--- config.mk ---
export PLATFORM = sky130hd
export DESIGN_NAME = fifo_buf_flat
export DESIGN_NICKNAME = d
export VERILOG_FILES = /design/src/rtl/fifo_buf_if.sv /design/src/rtl/fifo_buf.sv /design/src/flat_wrapper.sv
export SDC_FILE = /design/constraint.sdc
export NUM_CORES = 1
export LEC_CHECK = 0
export CORE_AREA = 2 2 81 83
export DETAILED_ROUTE_END_ITERATION = 6
export DIE_AREA = 0 0 83 85
export GPL_TIMING_DRIVEN = 0
export PLACE_DENSITY = 0.83
export SLEW_MARGIN = 20
export SYNTH_ARGS = -nofsm -noshare
export SYNTH_HDL_FRONTEND = slang
export SYNTH_SLANG_ARGS = --single-unit
--- constraint.sdc ---
create_clock -name clk -period 3.43 [get_ports clk]
set_input_delay 1.029 -clock clk [delete_from_list [all_inputs] [get_ports clk]]
set_output_delay 1.029 -clock clk [all_outputs]
set_load 0.05 [all_outputs]
--- src/rtl/fifo_buf_if.sv ---
// Handshake and status bundle between a producer/consumer and the eight-entry
// fifo_buf. The master drives requests and write data; the slave returns read data and status.
interface fifo_buf_if #(
  parameter int WIDTH = 8
);
  logic             wr_en;
  logic [WIDTH-1:0] din;
  logic             rd_en;
  logic [WIDTH-1:0] dout;
  logic             full;
  logic             empty;
  logic [3:0]       count;
  logic             ovf;
  logic             udf;

  modport master (
    output wr_en, din, rd_en,
    input  dout, full, empty, count, ovf, udf
  );

  modport slave (
    input  wr_en, din, rd_en,
    output dout, full, empty, count, ovf, udf
  );
endinterface

--- src/rtl/fifo_buf.sv ---
// Eight-entry synchronous FIFO with wrapping 3-bit pointers and phase bits.
// Read data is registered; status decodes from the pointer registers alone.
module fifo_buf #(
  parameter int WIDTH = 8
) (
  input logic       clk,
  input logic       reset,
  fifo_buf_if.slave bus
);

  logic [2:0]       wr_ptr_r;
  logic             wr_ph_r;
  logic [2:0]       rd_ptr_r;
  logic             rd_ph_r;
  logic [WIDTH-1:0] mem_r [8];
  logic [WIDTH-1:0] dout_r;
  logic             ovf_r;
  logic             udf_r;

  logic             full_s;
  logic             empty_s;
  logic [3:0]       count_s;
  logic             push_s;
  logic             pop_s;

  // Status decode and request acceptance from the current pointer state.
  always_comb begin
    full_s  = 1'b0;
    empty_s = 1'b0;
    count_s = 4'd0;
    push_s  = 1'b0;
    pop_s   = 1'b0;
    if (wr_ptr_r == rd_ptr_r) begin
      empty_s = (wr_ph_r == rd_ph_r);
      full_s  = (wr_ph_r != rd_ph_r);
    end else begin
      empty_s = 1'b0;
      full_s  = 1'b0;
    end
    // The phase bit acts as the pointer carry, so this difference is always 0..8.
    count_s = {wr_ph_r, wr_ptr_r} - {rd_ph_r, rd_ptr_r};
    push_s  = bus.wr_en && !full_s;
    pop_s   = bus.rd_en && !empty_s;
  end

  // Pointer, read-data and sticky error registers; reset wins over requests.
  always_ff @(posedge clk) begin
    if (reset) begin
      wr_ptr_r <= 3'd0;
      wr_ph_r  <= 1'b0;
      rd_ptr_r <= 3'd0;
      rd_ph_r  <= 1'b0;
      dout_r   <= {WIDTH{1'b0}};
      ovf_r    <= 1'b0;
      udf_r    <= 1'b0;
    end else begin
      if (push_s) begin
        {wr_ph_r, wr_ptr_r} <= {wr_ph_r, wr_ptr_r} + 4'd1;
      end
      if (pop_s) begin
        {rd_ph_r, rd_ptr_r} <= {rd_ph_r, rd_ptr_r} + 4'd1;
        dout_r              <= mem_r[rd_ptr_r];
      end
      if (bus.wr_en && full_s) begin
        ovf_r <= 1'b1;
      end
      if (bus.rd_en && empty_s) begin
        udf_r <= 1'b1;
      end
    end
  end

  // Storage array; contents are not reset.
  always_ff @(posedge clk) begin
    if (push_s && !reset) begin
      mem_r[wr_ptr_r] <= bus.din;
    end
  end

  assign bus.dout  = dout_r;
  assign bus.full  = full_s;
  assign bus.empty = empty_s;
  assign bus.count = count_s;
  assign bus.ovf   = ovf_r;
  assign bus.udf   = udf_r;

endmodule

--- src/flat_wrapper.sv ---
// flat-port wrapper written by rule: the top's interface ports become plain ports
module fifo_buf_flat 
#(
  parameter int WIDTH = 8
)
  (clk, reset, bus_wr_en, bus_din, bus_rd_en, bus_dout, bus_full, bus_empty, bus_count, bus_ovf, bus_udf);
  fifo_buf_if #(.WIDTH(WIDTH)) bus_i ();
  input logic clk;
  input logic reset;
  input wire logic [$bits(bus_i.wr_en)-1:0] bus_wr_en;
  input wire logic [$bits(bus_i.din)-1:0] bus_din;
  input wire logic [$bits(bus_i.rd_en)-1:0] bus_rd_en;
  output wire logic [$bits(bus_i.dout)-1:0] bus_dout;
  output wire logic [$bits(bus_i.full)-1:0] bus_full;
  output wire logic [$bits(bus_i.empty)-1:0] bus_empty;
  output wire logic [$bits(bus_i.count)-1:0] bus_count;
  output wire logic [$bits(bus_i.ovf)-1:0] bus_ovf;
  output wire logic [$bits(bus_i.udf)-1:0] bus_udf;
  assign bus_i.wr_en = bus_wr_en;
  assign bus_i.din = bus_din;
  assign bus_i.rd_en = bus_rd_en;
  assign bus_dout = bus_i.dout;
  assign bus_full = bus_i.full;
  assign bus_empty = bus_i.empty;
  assign bus_count = bus_i.count;
  assign bus_ovf = bus_i.ovf;
  assign bus_udf = bus_i.udf;
  fifo_buf #(.WIDTH(WIDTH)) u_core (.clk(clk), .reset(reset), .bus(bus_i));
endmodule
Word-level counts from Yosys, hierarchy flattened:

Memories as Yosys holds them, arrays and structs flattened. A register that Yosys moved wholly into a read port is not among the register bits.
Index checks and enable logic that the tools add are counted.

* flip-flop bits (word level): 10
* memory bits (writable): 64
* input bits: 12
* memories: 1
* logic and storage cells: 25

* reductions and logical operators: 8
* add/sub/neg operators: 3
* equal/unequal tests: 3
* mux-type cells: 4

Memories
* u_core.mem_r: depth 8, width 8, read ports 1, clocked after memory_dff 1, wr ports 1, line fifo_buf.sv:15 `logic [WIDTH-1:0] mem_r [8];`

Operator list (count)
* adder 4 x 1 -> 4 bit, second input constant: 2
* logical AND 1 bit: 5
* 2-to-1 mux 1 bit: 4
* subtractor 4 bit: 1
* == test 3 bit: 1
* zero test 1 bit: 3
* == test 1 bit: 1
* inequality test 1 bit: 1

Longest topological paths before layout:

* depth in word-level cells: 7
* depth in mapped cells: 9

Worst setup path before layout:

Ideal clock, no wire load.

* path kind: register to output
* start point: reg u_core.rd_ptr_r[1]
* end point: out bus_count[3]
* buffers on the path: 2
* slack: 0.356 ns
* stages on the path, launching flop included: 8
* data arrival time: 2.045 ns
* required time: 2.401 ns
* path through: dfxtp_1 -> buf_2 -> buf_4 -> inv_1 -> ha_1 -> a21o_1 -> a21oi_1 -> xnor2_1

* word-level cells in the longest chain between the ends: 1

Ends and longest elaborated chain
* start, declared: line fifo_buf.sv:13 `logic [2:0] rd_ptr_r;`
* start signal, assigned: line fifo_buf.sv:61 `{rd_ph_r, rd_ptr_r} <= {rd_ph_r, rd_ptr_r} + 4'd1;`
* subtractor 4 bit: line fifo_buf.sv:41 `count_s = {wr_ph_r, wr_ptr_r} - {rd_ph_r, rd_ptr_r};`
* end, declared: line flat_wrapper.sv:16 `output wire logic [$bits(bus_i.count)-1:0] bus_count;`

Every way passes these cells.

Final worst setup path:

* start point: reg u_core.rd_ptr_r[1]
* end point: out bus_count[2]

The elaborated chain is that of the path after synthesis.

==> run metrics <==
top cells by instance count after synthesis edfxtp_1, nor2_1, nand2_1; initial antenna violation count 0; crit share post-route 94.8%; Root Driver clkbuf_8; outcome finished clean; crit-path cells buf_4 -> inv_1 -> fa_1 -> xor2_1 -> clkdlybuf4s15_1; DRC violations left 0; TritonCTS clock tree done; gpl congestion approximately 0.74; area delta synth->final 18.7%; number of port buffers 27; WP data required between 2 and 2.5 ns; Die Span Y 85 µm; Cell Area, Placed about 3700 µm²; post-synth top area share slightly below 60%; number of CTS-inserted buffers 9; Wirelength per Cell around 20 µm; post-route ant nets 0; most instantiated library cell after synthesis edfxtp_1; Primary FF master, synth edfxtp_1; Die Area just over 7000 µm²; Critical R2R Launch u_core.rd_ptr_r[1]; maximum clock frequency approximately 0.31 GHz; Slew @ Worst Pin between 0.9 and 1 ns; Clk Latency, worst-skew pair ~0.35 ns; #FFs+latches synth 82; slew margin rel. around two fifths; core region area 6200 µm²; width of the die about 83 µm; RR Endpoint u_core.mem_r[0][0]; Mapped Nets 219; CP max stage delay ~0.51 ns; Synth area leaders edfxtp_1, dfxtp_1, mux4_2; Pwr Density slightly above 600 nW/µm²; Longest Clk Path Bufs 2; clk slew on worst S/H paths 0.08 ns; leakage power roughly 1.3 nW; H-tree Lvls 3; VDD IR max roughly 0.5 mV; clk sink count 82; CP Capture Type primary output; ANT cells 0; count of final hold-check violations 0; Hold EP u_core.bus.udf; Post-DP HPWL approximately 4300 µm; slowest CP cell clkdlybuf4s15_1; vias in the first global route 1919; minimum clock period 3.25 ns; CP Max Fanout 19; synthesized instance count between 200 and 250; Non-Filler Instances approximately 320; Seq/Total Area, Yosys just under 70%; RSZ-0062 raised after global routing no; R2R cell count 8; mapped cell area 3320 µm²; I/O pin total 28; Hold Crit Start u_core.bus.udf; Critical Path Source Type flop; maximum number of pins on one net before global-route repair 16; layout cell share with drive strength beyond 1 between 10% and 20%; synthesized area per cell roughly 17 µm²; number of synthesized flops with an enable pin 64; Setup Total Neg Slack 0 ns; Placed Cells 307; 1st-iter DRT viols 228; fin nets roughly 260; initial core utilization between 50% and 60%; first-pass GRT wire length just over 10000 µm; worst setup path startpoint u_core.rd_ptr_r[1]; Setup-failing EPs final 0; vias per cell 5.76; grt total ovfl 0; reg2reg setup slack about 0.41 ns; HP Class flop to flop; data arrival time of the critical path ~2.2 ns; Yosys warning count 0; Max Cap Viol 0; Worst Clk Skew ~0.009 ns; via count around 1900; FP Rows 29; Netlist cell types 33; final max-slew violation count 0; GRT Util Overall between 10% and 20%; Routed WL about 6500 µm; biggest area consumer among synthesized cells edfxtp_1; Final Core Density roughly 64%; fraction of registers with async set/reset 0%; Pre-Repair DR Iteration Count 4; Worst Hold Depth 2; final cell area excluding filler cells 3950 µm²; crit path kind flop to primary output
[power by group]
part / switching [mW] / leakage (nW) / internal, mW
clock: 0.354 / 0.109 / 0.416
combinational: 0.309 / 0.492 / 0.199
sequential: 0.0221 / 0.725 / 1.10
total: 0.685 / 1.33 / 1.72
[logic make-up (layout without fill, tap and decap cells)]
family          after synthesis  count (layout)  share of synthesized area [%]
compound gates               20              20                           4.86
buf+inv                      14              58                           2.79
simple gates                 53              53                           6.74
mux                          18              18                           12.1
flops                        82              82                           68.7
xor+xnor                      8               8                           2.33
fa+ha+maj                     6               6                           2.48
[through the flow]
| stage | setup WS (ns) | power [mW] | hold WS, ns |
|---|---|---|---|
| 6_report | 0.177 | 2.40 | 0.489 |
| 5_1_grt | 0.0343 | 2.49 | 0.524 |
| 4_1_cts | 0.0117 | 2.42 | 0.494 |
| 3_5_place_dp | -0.222 | 1.67 | 0.473 |
| 3_3_place_gp | -0.618 | 1.65 | 0.447 |
| 2_1_floorplan | 0.356 | 1.51 | 0.493 |
[worst max-delay path: cells and delay by family (launching register included)]
| family | cells | cell delay [ns] |
|---|---|---|
| DFF | 1 | 0.35 |
| buffers and inverters | 3 | 0.91 |
| xor gates and xnor gates | 1 | 0.15 |
| adders and majority gates | 1 | 0.46 |
[layer usage]
| metal | wire length (µm) | global-route usage, % | vias up |
|---|---|---|---|
| met5 | 0 | 0 | - |
| met4 | 100 | 7.30 | 0 |
| met3 | 471 | 4.57 | 10 |
| met2 | 3230 | 33.7 | 80 |
| met1 | 2660 | 25.1 | 910 |
| li1 | - | - | 855 |
[flip-flops by register name, summed over array words and instances (netlist names)]
name and cells:
u_core.bus.dout 8, u_core.bus.ovf 1, u_core.bus.udf 1, u_core.mem_r 64
u_core.rd_ph_r 1, u_core.rd_ptr_r 3, u_core.wr_ph_r 1, u_core.wr_ptr_r 3
[worst max-delay path by stage]
stage | to | slack (ns) | cells past startpoint
global route | bus_count[3] | 0.03 | 7
finish | bus_count[2] | 0.18 | 5
floorplan | bus_count[3] | 0.36 | 7
CTS | bus_count[3] | 0.01 | 8
global placement | u_core.mem_r[0][1] | -0.62 | 4
detailed placement | bus_count[3] | -0.22 | 8
[area by class of cell]
type | count | area (µm²)
clock buffer | 9 | 124
timing repair buffer | 29 | 284
clock inverter | 7 | 100
tap | 77 | 96.3
buffer | 8 | 68.8
inverter | 5 | 18.8
multi-input combinational | 105 | 971
sequential | 82 | 2280
fill | 440 | 2260
[repair_timing]
action                                  CTS  global route
hold buffers                              0             0
endpoints found under the setup margin    5             4
buffers inserted                          0             0
gates resized for setup                  15             1
[cells in the final DEF, fill, tap and decap left out, types with 3 or more instances in the layout]
cell             instances
ha_1                     5
a21oi_1                  6
edfxtp_1                64
nand2_1                 19
buf_6                    4
a311oi_1                 8
buf_4                    3
mux4_1                   6
nor2_1                  23
inv_1                    4
dfxtp_1                 18
xnor2_1                  4
clkdlybuf4s50_1         22
mux4_2                  10
xor2_1                   3
clkbuf_8                 9
No activity file was read; power rests on OpenSTA's default activity.
